**src/rtl/multi_press_detector.sv**
```systemverilog
// multi_press_detector: per-channel debounced short/long/auto-repeat button press detector
module multi_press_detector #(
  parameter int NUM_CH        = 4,
  parameter int CLK_PERIOD_ns = 20,
  parameter int DEBOUNCE_ns   = 60,
  parameter int LONG_ns       = 200,
  parameter int REPEAT_ns     = 100,
  parameter int REPEAT_EN     = 1
) (
  input  logic              clk,
  input  logic              reset_sync,
  input  logic              enable,
  input  logic [NUM_CH-1:0] btn,
  output logic [NUM_CH-1:0] short_pulse,
  output logic [NUM_CH-1:0] long_pulse,
  output logic [NUM_CH-1:0] repeat_pulse,
  output logic [NUM_CH-1:0] held
);
  localparam int DB_CNT   = DEBOUNCE_ns / CLK_PERIOD_ns;
  localparam int LONG_CNT = LONG_ns / CLK_PERIOD_ns;
  localparam int REP_CNT  = REPEAT_ns / CLK_PERIOD_ns;
  localparam int MAX_CNT  = LONG_CNT > REP_CNT ? LONG_CNT : REP_CNT;
  localparam int TW       = $clog2(MAX_CNT + 1);
  localparam int DW       = $clog2(DB_CNT + 1);
  localparam logic [1:0] IDLE  = 2'd0;
  localparam logic [1:0] PRESS = 2'd1;
  localparam logic [1:0] HOLD  = 2'd2;
  for (genvar g = 0; g < NUM_CH; g++) begin : g_ch
    logic [1:0]    r_sync;
    logic          r_deb, r_prev, r_short, r_long, r_rep, r_held;
    logic [DW-1:0] r_dcnt;
    logic [1:0]    r_st, w_nst;
    logic [TW-1:0] r_tmr, w_ntmr;
    logic          w_sh, w_lg, w_rp;
    always_comb begin
      w_nst  = r_st;
      w_ntmr = r_tmr + 1'b1;
      w_sh   = 1'b0;
      w_lg   = 1'b0;
      w_rp   = 1'b0;
      if (!enable) begin
        w_nst  = IDLE;
        w_ntmr = '0;
      end else if (r_st == IDLE) begin
        w_nst  = (r_deb && !r_prev) ? PRESS : IDLE;
        w_ntmr = '0;
      end else if (!r_deb) begin
        w_sh   = r_st == PRESS;
        w_nst  = IDLE;
        w_ntmr = '0;
      end else if (r_st == PRESS && r_tmr == TW'(LONG_CNT - 1)) begin
        w_lg   = 1'b1;
        w_nst  = HOLD;
        w_ntmr = '0;
      end else if (r_st == HOLD && REPEAT_EN == 0) begin
        w_ntmr = r_tmr;
      end else if (r_st == HOLD && r_tmr == TW'(REP_CNT - 1)) begin
        w_rp   = 1'b1;
        w_ntmr = '0;
      end
    end
    always_ff @(posedge clk) begin
      if (reset_sync) begin
        r_sync  <= '0;
        r_deb   <= 1'b0;
        r_prev  <= 1'b0;
        r_dcnt  <= '0;
        r_st    <= IDLE;
        r_tmr   <= '0;
        r_short <= 1'b0;
        r_long  <= 1'b0;
        r_rep   <= 1'b0;
        r_held  <= 1'b0;
      end else begin
        r_sync  <= {r_sync[0], btn[g]};
        r_prev  <= r_deb;
        // deb flips only after DB_CNT consecutive disagreeing cycles, same for both edges
        if (r_sync[1] == r_deb) r_dcnt <= '0;
        else if (r_dcnt == DW'(DB_CNT - 1)) begin
          r_deb  <= ~r_deb;
          r_dcnt <= '0;
        end else r_dcnt <= r_dcnt + 1'b1;
        r_st    <= w_nst;
        r_tmr   <= w_ntmr;
        r_short <= w_sh;
        r_long  <= w_lg;
        r_rep   <= w_rp;
        r_held  <= w_nst != IDLE;
      end
    end
    assign short_pulse[g]  = r_short;
    assign long_pulse[g]   = r_long;
    assign repeat_pulse[g] = r_rep;
    assign held[g]         = r_held;
  end
endmodule
```
**config.mk**
```make
export PLATFORM = sky130hd
export DESIGN_NAME = multi_press_detector
export DESIGN_NICKNAME = d
export VERILOG_FILES = /design/src/rtl/multi_press_detector.sv
export SDC_FILE = /design/constraint.sdc
export NUM_CORES = 1
export LEC_CHECK = 0
export ABC_AREA = 1
export CAP_MARGIN = 20
export CORE_MARGIN = 2
export CORE_UTILIZATION = 56
export DETAILED_ROUTE_END_ITERATION = 8
export GPL_TIMING_DRIVEN = 0
export HOLD_SLACK_MARGIN = 0.08
export PLACE_DENSITY = 0.78
export SETUP_SLACK_MARGIN = 0.15
export SLEW_MARGIN = 20
export SYNTH_ARGS = -nofsm -noshare
export SYNTH_HDL_FRONTEND = slang
export SYNTH_SLANG_ARGS = --single-unit
```
**constraint.sdc**
```tcl
create_clock -name clk -period 1.35 [get_ports clk]
set_input_delay 0.3375 -clock clk [delete_from_list [all_inputs] [get_ports clk]]
set_output_delay 0.3375 -clock clk [all_outputs]
set_load 0.1 [all_outputs]
```
---- Word-level counts from Yosys, hierarchy flattened ----
Index checks and enable logic that the tools add are counted.
operators by class
  add/sub/neg operators ................... 8
  $mul .................................... 0
  divide/modulo/power cells ............... 0
  magnitude comparators ................... 0
  equality and inequality tests ........... 24
  shift-type cells ........................ 0
  muxes and demuxes ....................... 28
  bitwise gates (word level) .............. 9
  reductions and logical operators ........ 48
operators by type and width
  kind                                                 number
  2-to-1 mux 2 bit                                     16
  OR reduction 4 bit                                   8
  OR reduction 6 bit                                   4
  OR reduction 5 bit                                   4
  adder 4 x 1 -> 4 bit, second input constant          4
  equality test 2 bit, second input constant           8
  equality test 4 x 3 -> 1 bit, second input constant  4
  equality test 4 bit, second input constant           4
  logical AND 1 bit                                    12
  2-to-1 mux 1 bit                                     12
  OR reduction 3 bit                                   4
  NOT 1 bit                                            9
  adder 2 x 1 -> 2 bit, second input constant          4
  equality test 2 x 1 -> 1 bit, second input constant  4
  zero test 2 bit                                      4
  AND reduction 2 bit                                  4
  nonzero test 2 bit                                   4
  equality test 1 bit                                  4
  zero test 1 bit                                      4
word-level totals
  register bits ........................... 64
  bits in latches ......................... 0
  bits in writable memories ............... 0
  memory bits (read-only) ................. 0
  input port bits ......................... 7
  output and inout bits ................... 16
  word-level logic and storage cells ...... 157
  memories ................................ 0

---- Depth between registers and ports, before layout ----
  depth in word-level cells ............... 7
  depth in mapped cells ................... 8
  gate-level depth less buffers ........... 8

---- Worst setup path after synthesis ----
No wires, ideal clock.
  kind .................................... flip-flop to flip-flop
  start point ............................. register g_ch[3].r_tmr[1]
  end point ............................... register g_ch[3].r_held
  setup time .............................. 0.114 ns
  data arrival time ....................... 0.948 ns
  required time ........................... 1.236 ns
  setup slack ............................. 0.289 ns
  cell stages (with the launch flop) ...... 9
  buffers on the path ..................... 0
  clock period less this slack ............ 1.061 ns
  cells stage by stage .................... dfxtp_1 -> inv_1 -> ha_1 -> nand2_1 -> inv_1 -> nand3_1 -> nand2_1 -> nand2_1 -> nand2_1
on the way
  longest elaborated chain between the ends .. 7
ends and longest elaborated chain
  what                    RTL line  RTL
  start, declared         33        logic [TW-1:0] r_tmr, w_ntmr;
  start signal, assigned  84        r_tmr <= w_ntmr;
  equality test 4 bit     51        end else if (r_st == PRESS && r_tmr == TW'(LONG_CNT - 1)) begin
  logical AND 1 bit       51
  2-to-1 mux 2 bit        51
  2-to-1 mux 2 bit        47        end else if (!r_deb) begin
  2-to-1 mux 2 bit        44        end else if (r_st == IDLE) begin
  2-to-1 mux 2 bit        41        if (!enable) begin
  nonzero test 2 bit      88        r_held <= w_nst != IDLE;
  end signal, assigned    73        r_held <= 1'b0;
  end signal, assigned    88
  end, declared           30        logic r_deb, r_prev, r_short, r_long, r_rep, r_held;
No other way between the ends.
A chain may end at the register's enable or synchronous reset.

---- Worst setup path after layout ----
  start point ............................. register g_ch[0].r_held
  end point ............................... output port held[0]
RTL lines
  what                    RTL line  RTL
  start, declared         30
  start signal, assigned  73
  start signal, assigned  88
  end, declared           17        output logic [NUM_CH-1:0] held
No word-level cell between the ends.

==> results.json <==
{
  "ys_seq_area_frac": 0.499,
  "insertedDiodeCount": 0,
  "dpl_worst_slack_ns": -0.496,
  "status": "finished, final reports clean",
  "clkSinkCount": 64,
  "whs_ns": 0.216,
  "synth_area_leader_cell": "dfxtp_1",
  "first_pass_iters": 4,
  "start_util": 0.586,
  "ys_ff_latch": 64,
  "fillers": 289,
  "min_period_ns": 1.27,
  "vias_per_cell": 4.72,
  "cts_buffers": 9,
  "grt_overflow": 0,
  "synth_cell_types": 23,
  "fmax_mhz": 790,
  "num_io_pins": 23,
  "netlist_instances": 305,
  "syn_nets": 328,
  "num_rows": 24,
  "avgRoutedWirePerCell_microns": 10.9,
  "setup.worst_path.start_class": "flip-flop",
  "grt_pass1_wl_microns": 7400,
  "fin_ws_ns": 0.0834,
  "clk_latency_ns": 0.34,
  "period_share": 0.938,
  "post-dp-hpwl_microns": 2740,
  "ant_nets": 0,
  "worst_pin_slew_ns": 0.338,
  "yosys_warnings": 0,
  "routed_wl_microns": 4270,
  "top_layer": "met4",
  "path_max_fanout": 1,
  "p_leak_nw": 1.45,
  "synth_top_area_share": 0.499,
  "cts_htree_levels": 3,
  "clk_pin_slew_worst_paths_ns": 0.07,
  "vias": 1849,
  "finalClockSkew_ns": 0.00655,
  "grt_usage": 0.187,
  "drv_cap": 0,
  "die_h_microns": 71.7,
  "hold_violations": 0,
  "worst-endpoint-arrival_ns": 0.93,
  "cts_hold_buffers": 0,
  "antenna_found_initial": 0,
  "crit_type": "flip-flop to output port",
  "nets": 360,
  "syn-cell-area_sq_mm": 0.00257,
  "cp.required_ns": 1.01,
  "io_buffers": 21,
  "synth.avg_cell_area_sq_um": 8.42,
  "rsz0062_at_grt": "true",
  "slew-limit-headroom": 0.772,
  "wl_met1_microns": 1870,
  "synthTopCellsByArea": "dfxtp_1 50%, nor2_1 8.8%, inv_1 8.5%",
  "slew_violations": 0,
  "power.density_mw_per_mm2": 1040,
  "cts_tree": "yes",
  "wl_met3_microns": 129,
  "dieArea_sq_mm": 0.00514,
  "hp-class": "input pin to flip-flop",
  "finalSetupViolations": 0,
  "place_congestion": 0.753,
  "drc": 0,
  "max-vdd-ir-drop_mv": 0.907,
  "clk_path_buf_depth": 2,
  "core-area_sq_mm": 0.00438,
  "wl_met2_microns": 2120,
  "cp-end-kind": "output port",
  "grt_max_degree": 11,
  "syn_to_final_growth_pct": 28.4,
  "drt_iter0_markers": 62,
  "cts_root_buf": "clkbuf_8",
  "die_x_microns": 71.7,
  "layout-drive-gt1-share": 0.265,
  "grt_pass1_vias": 1834
}
worst paths after layout:
kind                                         from                 to  slack (ns)  depth (start not counted)
worst max-delay path               g_ch[0].r_held            held[0]        0.08                          2
worst min-delay path                   reset_sync     g_ch[3].r_prev        0.22                          2
worst max register to register   g_ch[0].r_tmr[1]     g_ch[0].r_held        0.24                          8
worst min register to register  g_ch[2].r_sync[0]  g_ch[2].r_sync[1]        0.41                          2
metal layers:
metal / global-route usage / vias up
li1: - / 972
met1: 0.206 / 827
met2: 0.321 / 33
met3: 0.0478 / 17
met4: 0.115 / 0
met5: 0 / -
synthesized netlist by cell type:
cell type and count:
a21oi_1 8, nor2_2 4, o21ai_0 8, and3_1 2, inv_2 1, inv_1 58, nor4_1 3, dfxtp_1 64
o211ai_1 4, buf_2 1, inv_6 1, nand2_1 27, xnor2_1 4, buf_4 16, xor2_1 4, ha_1 16
nand3_1 13, nor2_4 1, buf_6 1, nor2_1 60, nand3_2 7, nor3_1 1, nand2_2 1
cell families (layout without fill, tap and decap cells):
group,after synthesis,after routing,share of synthesized area
compound gates,20,20,0.0429
simple gates,119,119,0.210
buf+inv,78,113,0.143
xor+xnor,8,8,0.0273
flops,64,64,0.499
fa+ha+maj,16,16,0.0779
what timing repair did:
action / 4_1_cts / 5_1_grt
setup endpoints to repair: 25 / 39
setup buffers: 0 / 0
pin swaps: 0 / 1
resized for setup: 179 / 13
hold endpoints to repair: 0 / 0
through the flow:
| step | instances | util | cell area (sq um) | power [W] | TNS (ns) |
|---|---|---|---|---|---|
| 2_1_floorplan | 305 | - | 2570 | 0.00200 | 0 |
| 3_3_place_gp | 378 | 0.649 | 2840 | 0.00202 | -12.42 |
| 3_5_place_dp | 378 | 0.649 | 2840 | 0.00202 | -12.67 |
| 4_1_cts | 392 | 0.745 | 3270 | 0.00345 | 0 |
| 5_1_grt | 392 | 0.753 | 3300 | 0.00354 | 0 |
| 6_report | 392 | 0.753 | 3300 | 0.00343 | 0 |
report_power, final:
part	internal, W	leakage [nW]	switching (W)	total [W]
clock	0.000799	0.0886	0.000655	0.00145
combinational	0.0000302	0.835	0.0000394	0.0000695
sequential	0.00190	0.530	0.00000769	0.00191
total	0.00273	1.45	0.000702	0.00343
cells in the final DEF (no fill, tap or decap), types with 9 or more instances in the layout:
cell / instances
ha_1: 16
nand3_2: 10
nor2_1: 59
inv_1: 58
buf_6: 17
dfxtp_2: 22
nand2_1: 26
buf_12: 16
dfxtp_1: 41
clkbuf_8: 12
nand3_1: 9
flip-flops by register name, indices dropped and copies added (netlist names):
| register | flops |
|---|---|
| g_ch.r_tmr | 16 |
| g_ch.r_dcnt | 8 |
| g_ch.r_st | 8 |
| g_ch.r_sync | 8 |
| g_ch.r_deb | 4 |
| g_ch.r_held | 4 |
| g_ch.r_long | 4 |
| g_ch.r_prev | 4 |
| g_ch.r_rep | 4 |
| g_ch.r_short | 4 |
worst max-delay path, stage by stage (launching register included):
cell and delay, ns:
dfxtp_2 0.33, buf_6 0.10, buf_12 0.16
cell type report:
class                           instances  area, sq um  share of cell area
Multi-Input combinational cell        163          953               0.289
Inverter                               60          230              0.0698
Tap cell                               52         65.1              0.0197
Timing Repair Buffer                   21          369               0.112
Buffer                                 18          196              0.0595
Sequential cell                        64         1310               0.398
Clock buffer                           14          173              0.0523
Power figures use the tool's default switching activity.
